$ cat config.mk
export PLATFORM = sky130hd
export DESIGN_NAME = ps2_keymap_ctrl_flat
export DESIGN_NICKNAME = d
export VERILOG_FILES = /design/src/rtl/ps2_pkg.sv /design/src/rtl/ps2_keymap_ctrl_if.sv /design/src/rtl/ps2_scan_decoder.sv /design/src/rtl/ps2_keymap_ctrl.sv /design/src/flat_wrapper.sv
export SDC_FILE = /design/constraint.sdc
export NUM_CORES = 1
export LEC_CHECK = 0
export BUFFER_PORTS_ARGS = -buffer_cell sky130_fd_sc_hd__buf_2
export CORE_MARGIN = 4
export CORE_UTILIZATION = 58
export DETAILED_ROUTE_END_ITERATION = 8
export PLACE_DENSITY = 0.82
export SYNTH_ARGS = -nofsm -noshare
export SYNTH_HDL_FRONTEND = slang
export SYNTH_HIERARCHICAL = 1
export SYNTH_SLANG_ARGS = --single-unit
export TNS_END_PERCENT = 50
$ cat constraint.sdc
create_clock -name clk -period 4.25 [get_ports clk]
set_clock_uncertainty 0.05 [all_clocks]
set_input_delay 1.275 -clock clk [delete_from_list [all_inputs] [get_ports clk]]
set_output_delay 1.275 -clock clk [all_outputs]
set_load 0.1 [all_outputs]
$ cat src/rtl/ps2_pkg.sv
// ps2_pkg: shared types, scan-code constants and helpers for the PS/2 keymap controller
package ps2_pkg;

    typedef enum logic [2:0] {
        DIR_UP    = 3'd0,
        DIR_DOWN  = 3'd1,
        DIR_LEFT  = 3'd2,
        DIR_RIGHT = 3'd3,
        DIR_STOP  = 3'd4
    } dir_t;

    localparam int K_UP    = 0;
    localparam int K_DOWN  = 1;
    localparam int K_LEFT  = 2;
    localparam int K_RIGHT = 3;
    localparam int K_BOMB  = 4;

    localparam logic [7:0] SC_EXT    = 8'hE0;
    localparam logic [7:0] SC_BRK    = 8'hF0;
    localparam logic [7:0] SC_PAUSE  = 8'hE1;
    localparam logic [7:0] SC_ACK    = 8'hFA;
    localparam logic [7:0] SC_BAT    = 8'hAA;
    localparam logic [7:0] SC_ECHO   = 8'hEE;
    localparam logic [7:0] SC_RESEND = 8'hFE;

    typedef struct packed {
        logic       valid;
        logic       brk;
        logic       ext;
        logic [7:0] code;
    } ps2_evt_t;

    // Bytes the keyboard sends that never form part of a key event
    function automatic logic is_ignored(input logic [7:0] b);
        return b == SC_PAUSE || b == SC_ACK || b == SC_BAT || b == SC_ECHO || b == SC_RESEND;
    endfunction

    // Highest-priority held direction: UP > DOWN > LEFT > RIGHT, else STOP
    function automatic dir_t prio_dir(input logic [3:0] m);
        return m[K_UP] ? DIR_UP : m[K_DOWN] ? DIR_DOWN : m[K_LEFT] ? DIR_LEFT : m[K_RIGHT] ? DIR_RIGHT : DIR_STOP;
    endfunction

endpackage

$ cat src/rtl/ps2_keymap_ctrl_if.sv
// ps2_keymap_ctrl_if: byte input and per-player game outputs of the keymap controller
interface ps2_keymap_ctrl_if #(parameter int N_PLAYERS = 2);
    logic [7:0]             rx_data;
    logic                   rx_done_tick;
    logic                   clear;
    logic [3*N_PLAYERS-1:0] direction;
    logic [N_PLAYERS-1:0]   dir_valid;
    logic [N_PLAYERS-1:0]   bomb;
    logic [5*N_PLAYERS-1:0] held;
    logic                   rx_success;
    logic [15:0]            disp;

    modport master (
        output rx_data, rx_done_tick, clear,
        input  direction, dir_valid, bomb, held, rx_success, disp
    );

    modport slave (
        input  rx_data, rx_done_tick, clear,
        output direction, dir_valid, bomb, held, rx_success, disp
    );
endinterface

$ cat src/rtl/ps2_scan_decoder.sv
// ps2_scan_decoder: turns the PS/2 byte stream into make/break events with an inter-byte timeout
module ps2_scan_decoder
    import ps2_pkg::*;
#(
    parameter int TIMEOUT_CYC = 100000
) (
    input  logic       clk,
    input  logic       rst_n,
    input  logic [7:0] rx_data,
    input  logic       rx_done_tick,
    input  logic       clear,
    output ps2_evt_t   evt
);
    localparam int CW = $clog2(TIMEOUT_CYC + 1);

    typedef enum logic [1:0] {S_IDLE, S_EXT, S_BRK, S_EXT_BRK} state_t;

    state_t        state_q, state_d;
    logic [CW-1:0] cnt_q, cnt_d;

    // Next-state, timeout counter and the event completed by the current byte
    always_comb begin
        state_d = state_q;
        cnt_d   = cnt_q;
        evt     = '0;
        if (clear) begin
            state_d = S_IDLE;
            cnt_d   = '0;
        end else if (rx_done_tick) begin
            cnt_d = '0;
            case (state_q)
                S_IDLE: begin
                    if (rx_data == SC_EXT) state_d = S_EXT;
                    else if (rx_data == SC_BRK) state_d = S_BRK;
                    else if (!is_ignored(rx_data)) evt = '{valid: 1'b1, brk: 1'b0, ext: 1'b0, code: rx_data};
                end
                S_EXT: begin
                    if (rx_data == SC_BRK) state_d = S_EXT_BRK;
                    else if (rx_data != SC_EXT) begin
                        evt     = '{valid: 1'b1, brk: 1'b0, ext: 1'b1, code: rx_data};
                        state_d = S_IDLE;
                    end
                end
                S_BRK: begin
                    if (rx_data != SC_BRK) begin
                        evt     = '{valid: 1'b1, brk: 1'b1, ext: 1'b0, code: rx_data};
                        state_d = S_IDLE;
                    end
                end
                S_EXT_BRK: begin
                    if (rx_data != SC_BRK && rx_data != SC_EXT) begin
                        evt     = '{valid: 1'b1, brk: 1'b1, ext: 1'b1, code: rx_data};
                        state_d = S_IDLE;
                    end
                end
                default: state_d = S_IDLE;
            endcase
        end else if (state_q != S_IDLE) begin
            if (cnt_q == CW'(TIMEOUT_CYC - 1)) begin
                state_d = S_IDLE;
                cnt_d   = '0;
            end else begin
                cnt_d = cnt_q + CW'(1);
            end
        end
    end

    // Decoder state and timeout counter registers
    always_ff @(posedge clk or negedge rst_n) begin
        if (!rst_n) begin
            state_q <= S_IDLE;
            cnt_q   <= '0;
        end else begin
            state_q <= state_d;
            cnt_q   <= cnt_d;
        end
    end
endmodule

$ cat src/rtl/ps2_keymap_ctrl.sv
// ps2_keymap_ctrl: maps decoded PS/2 events to per-player held keys, direction and bomb strobes
module ps2_keymap_ctrl
    import ps2_pkg::*;
#(
    parameter int                     N_PLAYERS   = 2,
    parameter logic [N_PLAYERS*45-1:0] KEYMAP     = {
        9'h029, 9'h023, 9'h01C, 9'h01B, 9'h01D,
        9'h05A, 9'h174, 9'h16B, 9'h172, 9'h175
    },
    parameter int                     TIMEOUT_CYC = 100000
) (
    input logic              clk,
    input logic              rst_n,
    ps2_keymap_ctrl_if.slave bus
);
    ps2_evt_t             evt;
    logic [N_PLAYERS-1:0] chg;
    logic                 rx_success_q, rx_success_d;
    logic [15:0]          disp_q, disp_d;

    ps2_scan_decoder #(.TIMEOUT_CYC(TIMEOUT_CYC)) u_dec (
        .clk          (clk),
        .rst_n        (rst_n),
        .rx_data      (bus.rx_data),
        .rx_done_tick (bus.rx_done_tick),
        .clear        (bus.clear),
        .evt          (evt)
    );

    for (genvar p = 0; p < N_PLAYERS; p++) begin : g_pl
        logic [4:0] match, set, clr, held_q, held_d;
        dir_t       dir_q, dir_d;
        logic       dv_q, dv_d, bomb_q, bomb_d;

        // Keymap compare and held/direction update for this player
        always_comb begin
            for (int k = 0; k < 5; k++) match[k] = evt.valid && ({evt.ext, evt.code} == KEYMAP[(p*5+k)*9 +: 9]);
            set    = evt.brk ? 5'b0 : match & ~held_q;
            clr    = evt.brk ? match & held_q : 5'b0;
            held_d = bus.clear ? 5'b0 : (held_q | set) & ~clr;
            dir_d  = dir_q;
            if (bus.clear) dir_d = DIR_STOP;
            else if (|set[3:0]) dir_d = prio_dir(set[3:0]);
            else if (dir_q != DIR_STOP && clr[dir_q[1:0]]) dir_d = prio_dir(held_d[3:0]);
            dv_d   = !bus.clear && dir_d != dir_q;
            bomb_d = set[K_BOMB];
        end

        // Per-player registered outputs
        always_ff @(posedge clk or negedge rst_n) begin
            if (!rst_n) begin
                held_q <= '0;
                dir_q  <= DIR_STOP;
                dv_q   <= 1'b0;
                bomb_q <= 1'b0;
            end else begin
                held_q <= held_d;
                dir_q  <= dir_d;
                dv_q   <= dv_d;
                bomb_q <= bomb_d;
            end
        end

        assign chg[p]                = |set || |clr;
        assign bus.direction[3*p +: 3] = dir_q;
        assign bus.held[5*p +: 5]      = held_q;
        assign bus.dir_valid[p]        = dv_q;
        assign bus.bomb[p]             = bomb_q;
    end

    // Success strobe for any state-changing mapped event; debug shift of raw nibbles
    always_comb begin
        rx_success_d = |chg;
        disp_d       = bus.rx_done_tick ? {disp_q[11:0], bus.rx_data[3:0]} : disp_q;
    end

    // Shared registered outputs
    always_ff @(posedge clk or negedge rst_n) begin
        if (!rst_n) begin
            rx_success_q <= 1'b0;
            disp_q       <= '0;
        end else begin
            rx_success_q <= rx_success_d;
            disp_q       <= disp_d;
        end
    end

    assign bus.rx_success = rx_success_q;
    assign bus.disp       = disp_q;
endmodule

$ cat src/flat_wrapper.sv
// flat-port wrapper written by rule: the top's interface ports become plain ports
module ps2_keymap_ctrl_flat import ps2_pkg::*;
#(
    parameter int                     N_PLAYERS   = 2,
    parameter logic [N_PLAYERS*45-1:0] KEYMAP     = {
        9'h029, 9'h023, 9'h01C, 9'h01B, 9'h01D,
        9'h05A, 9'h174, 9'h16B, 9'h172, 9'h175
    },
    parameter int                     TIMEOUT_CYC = 100000
)
  (clk, rst_n, bus_rx_data, bus_rx_done_tick, bus_clear, bus_direction, bus_dir_valid, bus_bomb, bus_held, bus_rx_success, bus_disp);
  ps2_keymap_ctrl_if #(.N_PLAYERS(N_PLAYERS)) bus_i ();
  input logic clk;
  input logic rst_n;
  input wire logic [$bits(bus_i.rx_data)-1:0] bus_rx_data;
  input wire logic [$bits(bus_i.rx_done_tick)-1:0] bus_rx_done_tick;
  input wire logic [$bits(bus_i.clear)-1:0] bus_clear;
  output wire logic [$bits(bus_i.direction)-1:0] bus_direction;
  output wire logic [$bits(bus_i.dir_valid)-1:0] bus_dir_valid;
  output wire logic [$bits(bus_i.bomb)-1:0] bus_bomb;
  output wire logic [$bits(bus_i.held)-1:0] bus_held;
  output wire logic [$bits(bus_i.rx_success)-1:0] bus_rx_success;
  output wire logic [$bits(bus_i.disp)-1:0] bus_disp;
  assign bus_i.rx_data = bus_rx_data;
  assign bus_i.rx_done_tick = bus_rx_done_tick;
  assign bus_i.clear = bus_clear;
  assign bus_direction = bus_i.direction;
  assign bus_dir_valid = bus_i.dir_valid;
  assign bus_bomb = bus_i.bomb;
  assign bus_held = bus_i.held;
  assign bus_rx_success = bus_i.rx_success;
  assign bus_disp = bus_i.disp;
  ps2_keymap_ctrl #(.N_PLAYERS(N_PLAYERS), .KEYMAP(KEYMAP), .TIMEOUT_CYC(TIMEOUT_CYC)) u_core (.clk(clk), .rst_n(rst_n), .bus(bus_i));
endmodule
==> summary.txt, run 1 <==
FF+latch area - 1400 um2
Max IR drop VDD - 0.442 mV
Rows - 28
initial antenna violation count - 0
Worst-Skew Late Latency - 0.32 ns
GRT met3 Usage - 0.0395
Ant. Diodes - 0
DR vias/cell - 6.27
post-CTS setup buffer count - 0
Max Fclk - 0.238 GHz
critical setup path kind - in -> reg
Initial Util - 0.612
final layout net count - 504
Slew @ Worst Pin - 1.01 ns
Syn Inst Count - 388
total gr overflow - 0
Final setup violation count - 0
largest net degree at the start of global routing - 45
#FFs+latches synth - 56
die area - 7740 um2
RePlAce Congestion - 0.896
placed cell count - 558
vias in the first global route - 3495
CP required - 4.42 ns
Hold Path Class - reg -> reg
Buffers on Ports - 48
clk buf depth - 2
Overall Power - 0.00123 W
die width - 88.0 um
synth unique cells - 85
Area Growth Syn to Fin - 24.9%
root buffer cell - clkbuf_8
CTS tree - built
Post-Syn Area - 3710 um2
Total GRT Usage - 0.257
Mean Syn Cell Area - 9.56 um2
YS warnings - 6
fin crit period - 4.20 ns
CTS Buf Count - 5
Clock Sinks - 56
Top FF cell, synth - dfrtp_1
DRC viols - 0
cell area power density - 267 nW/um2
Routed WL - 9.98 mm
first-pass GRT wire length - 15.9 mm
Wirelength per Cell - 17.6 um
power share of the sequential group - 0.467
NetSw - 0.000470 W
post-layout util - 0.764
met1 GRT Util - 0.333
Pre-antenna DRT Iters - 5
Slew headroom - 0.325
Hold Violations, Final - 0
fraction of layout cells with a size suffix above 1 - 0.374
sw frac - 0.381
Post-synth EDFFs - 0
Filler Cells Inserted - 391
Layout Cells excl Fill - 567
drt initial violations - 185
Worst EP arrival - 4.37 ns
antenna viol nets, final - 0
Core ar. - 6060 um2
global route hottest layer - met2
part of the power in the clock network - 0.252
max-slew violations - 0
met2 usage - 0.435
post-synth net total - 401
Crit Path Max Fanout - 7
leakage - 2.06 nW
Critical Path Sink Type - flip-flop
sequential fraction of the synthesis area - 0.379
status - complete, no violations
Max Cap Violations - 0
crit start category - input pin
DR vias - 3553
Worst-path clk slew - 0.10 ns
Die Y - 88.0 um
H-tree Lvls - 2
Synth async-reset ratio - 1.00
dpl hpwl - 7.01 mm
IO Count - 49
P_int - 0.000764 W
fin crit share - 0.988
Multi-input gate area - 2210 um2
Gate power share - 0.280
[cells in the mapped netlist (2+ instances only)]
| cell | n | area (um2) |
|---|---|---|
| and2_1 | 3 | 18.8 |
| or4_4 | 2 | 22.5 |
| nor2_1 | 39 | 146 |
| or4_1 | 5 | 37.5 |
| nand2b_1 | 2 | 12.5 |
| o21a_1 | 3 | 22.5 |
| o21ai_1 | 4 | 20.0 |
| nand4b_1 | 3 | 26.3 |
| a2111oi_0 | 2 | 17.5 |
| clkbuf_1 | 6 | 22.5 |
| mux2i_1 | 7 | 70.1 |
| a21oi_1 | 9 | 45.0 |
| o22ai_1 | 4 | 25.0 |
| dfstp_2 | 2 | 52.6 |
| xnor2_1 | 6 | 52.6 |
| nor4_1 | 9 | 56.3 |
| nand4bb_1 | 5 | 56.3 |
| a2bb2oi_1 | 4 | 35.0 |
| inv_1 | 21 | 78.8 |
| xor2_1 | 7 | 61.3 |
| or3_1 | 2 | 12.5 |
| nand2_1 | 23 | 86.3 |
| a21boi_0 | 2 | 15.0 |
| a21oi_2 | 4 | 35.0 |
| buf_6 | 3 | 33.8 |
| a22o_1 | 2 | 17.5 |
| nor3b_1 | 2 | 15.0 |
| o31ai_1 | 5 | 37.5 |
| a31oi_1 | 6 | 37.5 |
| a221o_1 | 2 | 20.0 |
| o21ai_0 | 18 | 90.1 |
| mux2_2 | 18 | 203 |
| nand3_1 | 11 | 55.1 |
| nor4b_1 | 2 | 17.5 |
| nor2b_1 | 8 | 50.1 |
| buf_4 | 4 | 30.0 |
| dfrtp_1 | 54 | 1350 |
| and4_1 | 7 | 61.3 |
| nor3_1 | 8 | 40.0 |
| o211ai_1 | 4 | 30.0 |
| buf_2 | 5 | 25.0 |
| and3_1 | 9 | 56.3 |
| nand4_1 | 4 | 25.0 |
[sequential cells by signal, indices dropped and copies added (netlist names)]
register               cells
u_core/bus.rx_success      1
u_core/u_dec/state_q       2
u_core/u_dec/cnt_q        17
u_core/g_pl.held_q        10
u_core/g_pl.dv_q           2
u_core/g_pl.bomb_q         2
u_core/bus.disp           16
u_core/g_pl.dir_q          6
[through the flow]
step | setup WS, ns | TNS, ns | hold WS (ns) | instance area (um2)
3_5_place_dp | -0.279 | -1.57 | 0.447 | 4440
3_3_place_gp | -0.141 | -0.631 | 0.434 | 4440
5_1_grt | -0.133 | -0.499 | 0.493 | 4630
6_report | 0.0501 | 0 | 0.463 | 4630
4_1_cts | 0.0331 | 0 | 0.463 | 4540
2_1_floorplan | 0.0223 | 0 | 0.425 | 3730
[metal layers]
layer | wire length [um] | up-vias
met5 | 0 | -
met3 | 594 | 20
met4 | 172 | 0
met1 | 4250 | 1739
li1 | - | 1649
met2 | 4960 | 145
[power by group through the flow]
stage | Sequential (W) | Clock [W] | Combinational, W
floorplan | 0.000780 | 0 | 0.0000643
global placement | 0.000585 | 0 | 0.000333
detailed placement | 0.000587 | 0 | 0.000339
CTS | 0.000577 | 0.000317 | 0.000339
global route | 0.000581 | 0.000336 | 0.000360
finish | 0.000577 | 0.000312 | 0.000346
[cell type report]
cell class,count,area share
Multi-Input combinational cell,291,0.477
Clock buffer,7,0.0186
Sequential cell,56,0.303
Timing Repair Buffer,116,0.162
Tap cell,75,0.0203
Inverter,21,0.0170
Clock inverter,1,0.00162
[worst paths after layout]
kind,from,to,slack (ns),depth (start not counted)
max,bus_rx_data[4],u_core/g_pl[1].dv_q,0.05,13
min,u_core/g_pl[1].held_q[4],u_core/g_pl[1].bomb_q,0.46,1
max reg2reg,u_core/u_dec/state_q[1],u_core/g_pl[1].dv_q,0.65,11
min reg2reg,u_core/g_pl[1].held_q[4],u_core/g_pl[1].bomb_q,0.46,1
max in group asynchronous,rst_n,u_core/u_dec/cnt_q[4],2.31,2
min in group asynchronous,rst_n,u_core/g_pl[1].dv_q,1.06,1
[kinds of logic (layout without fill, tap and decap cells)]
logic type	after synthesis	after routing	share of synthesized area
AND/OR/NAND/NOR	162	163	0.271
flip-flops	56	56	0.379
XOR/XNOR	13	13	0.0307
multiplexers	26	26	0.0796
buffers and inverters	42	145	0.0574
adder cells (fa/ha/maj)	1	1	0.00337
AO/OA/AOI/OAI	88	88	0.179
[worst max-delay path, cell delays in order]
cell and delay [ns]:
buf_2 0.12, xnor2_1 0.14, a31oi_1 0.12, o31ai_2 0.35
nand3_1 0.23, and4_4 0.25, or2_1 0.33, or4_4 0.57
a41oi_4 0.30, nor2_2 0.06, o211ai_2 0.15, o211ai_1 0.10
a221o_1 0.36
[what timing repair did]
item | in CTS | in global routing
hold buffers | 0 | 0
setup endpoints to repair | 0 | 8
resized for setup | 0 | 19
[cell usage in the layout (no fill, tap or decap), drive strengths merged, types with 3 or more instances in the layout]
master / instances
dfrtp: 54
a31oi: 6
nand2: 23
and2: 4
nand4bb: 5
o22ai: 4
a21oi: 14
nand3: 12
buf: 116
o21a: 3
nand4: 4
nor3: 8
o31ai: 5
and4: 7
nand4b: 4
or4: 7
clkbuf: 7
o211ai: 5
a2bb2oi: 4
o21ai: 22
mux2: 18
xnor2: 6
nor4: 11
a2111oi: 3
inv: 21
and3: 9
xor2: 7
mux2i: 8
or3: 3
nor2: 40
nor2b: 8
No activity file was read; power rests on OpenSTA's default activity.
==> inputs of run 2 (changes only) <==
- BUFFER_PORTS_ARGS: -buffer_cell sky130_fd_sc_hd__buf_2 -> -buffer_cell sky130_fd_sc_hd__buf_4
- SETUP_SLACK_MARGIN: default -> 0.2
==> run 2 against run 1 <==
Against the previous run:
- clock-buffer cell count fell by 1
- final cell count unchanged
- setup slack gained 0.10 ns
- cell area is 4.8% higher
- critical path type unchanged
- largest power group unchanged
- highest routed layer unchanged
==> summary.txt, run 2 (synthesized netlist as in run 1, its figures left out) <==
Wirelength per Cell - 18.0 um
RePlAce Congestion - 0.889
DR vias - 3623
Total GRT Usage - 0.262
cell area power density - 272 nW/um2
fraction of layout cells with a size suffix above 1 - 0.396
Worst-Skew Late Latency - 0.31 ns
clk buf depth - 2
dpl hpwl - 7.06 mm
DRC viols - 0
post-layout util - 0.801
worst hold slack - 0.479 ns
DR vias/cell - 6.39
Max Cap Violations - 0
antenna viol nets, final - 0
Final setup violation count - 0
crit start category - input pin
largest net degree at the start of global routing - 57
final layout net count - 504
leakage - 2.14 nW
vias in the first global route - 3479
Core ar. - 6060 um2
die area - 7740 um2
die width - 88.0 um
Initial Util - 0.612
IO Count - 49
H-tree Lvls - 2
fin crit share - 0.964
commonest non-fill, non-tap cell in the layout - buf_4
DP Area - 4570 um2
Slew @ Worst Pin - 0.697 ns
hold path start - u_core/bus.disp[12]
max FFs per register - 17
first-pass GRT wire length - 16.3 mm
max-slew violations - 0
PnR worst setup slack - 0.155 ns
Max IR drop VDD - 0.346 mV
Hold Violations, Final - 0
Reg with most FFs - u_core/u_dec/cnt_q
Slew headroom - 0.536
unrepaired setup endpoints after global routing - true
fin area - 4850 um2
fin crit period - 4.10 ns
Die Y - 88.0 um
Area Growth Syn to Fin - 30.9%
critical setup path kind - in -> reg
Ant. Diodes - 0
total gr overflow - 0
Buffers on Ports - 48
Rows - 28
Place WS - -0.258 ns
initial antenna violation count - 0
Worst EP arrival - 4.23 ns
Critical Path Sink Type - flip-flop
CP required - 4.39 ns
drt initial violations - 298
Routed WL - 10.2 mm
Max Fclk - 0.244 GHz
status - complete, no violations
Worst-path clk slew - 0.10 ns
Pre-antenna DRT Iters - 5
CTS tree - built
Filler Cells Inserted - 377
Clock Sinks - 56
Hold Path Class - reg -> reg
Crit Path Max Fanout - 5
commonest non-fill, non-tap cells in the layout - 114 x buf_4, 54 x dfrtp_1, 39 x nor2_1
CTS Buf Count - 5
Worst Setup SP - bus_rx_data[4]
worst r2r src - u_core/u_dec/state_q[1]
root buffer cell - clkbuf_8
run 2: changes by cell type in the layout (fill, tap and decap cells not counted), sizes merged:
cell      change
bufinv        +1
clkinv        +1
clkbuf        -1
clkinvlp      -1
run 2: timing repair:
action / 4_1_cts / 5_1_grt
pin swaps: 4 / 11
gates cloned: 1 / 0
resized for setup: 12 / 18
setup buffers: 1 / 4
hold endpoints to repair: 0 / 0
endpoints found under the setup margin: 4 / 8
hold buffers: 0 / 0
run 2: report_power, final:
group | internal, W | leakage, nW | switching, W
sequential | 0.000559 | 0.740 | 0.0000190
combinational | 0.0000915 | 1.33 | 0.000275
clock | 0.000193 | 0.0614 | 0.000181
run 2: cell type report:
class                      count  area [um2]  area share
multi-input combinational    291        2270       0.468
sequential                    56        1400       0.289
timing repair buffer         116         882       0.182
tap                           75        93.8      0.0193
clock buffer                   6        82.6      0.0170
inverter                      21        78.8      0.0162
clock inverter                 2        38.8     0.00799
run 2: layer usage:
layer	track usage	vias up	routed length [um]
li1	-	1642	-
met1	0.326	1794	4200
met2	0.466	162	5160
met3	0.0442	25	689
met4	0.0781	0	172
met5	0	-	0
run 2: through the flow:
step	power (W)	instances	setup TNS (ns)
after global placement	0.000939	553	-0.386
final	0.00132	567	0
after global routing	0.00136	567	0
after floorplan	0.000847	388	0
after CTS	0.00132	563	0
after detailed placement	0.000948	553	-1.04
run 2: worst max-delay path, cell delays in order:
cell	delay, ns
buf_4	0.12
xnor2_2	0.13
a31oi_1	0.10
o31ai_2	0.28
nand3_2	0.17
and4_4	0.23
nand4b_1	0.30
nor4_4	0.41
mux2i_2	0.38
nand4_1	0.20
a32o_2	0.29
a221oi_2	0.24
a21oi_1	0.10
run 2: path summary, 6_finish.rpt:
path / endpoint / slack [ns] / cells after the start
hold / removal: u_core/bus.disp[12] / 0.48 / 1
min in group asynchronous: u_core/g_pl[1].dir_q[1] / 0.94 / 1
hold reg to reg: u_core/bus.disp[12] / 0.48 / 1
max in group asynchronous: u_core/g_pl[0].held_q[0] / 2.73 / 1
setup reg to reg: u_core/g_pl[0].dv_q / 0.75 / 11
setup / recovery: u_core/g_pl[0].dv_q / 0.15 / 13
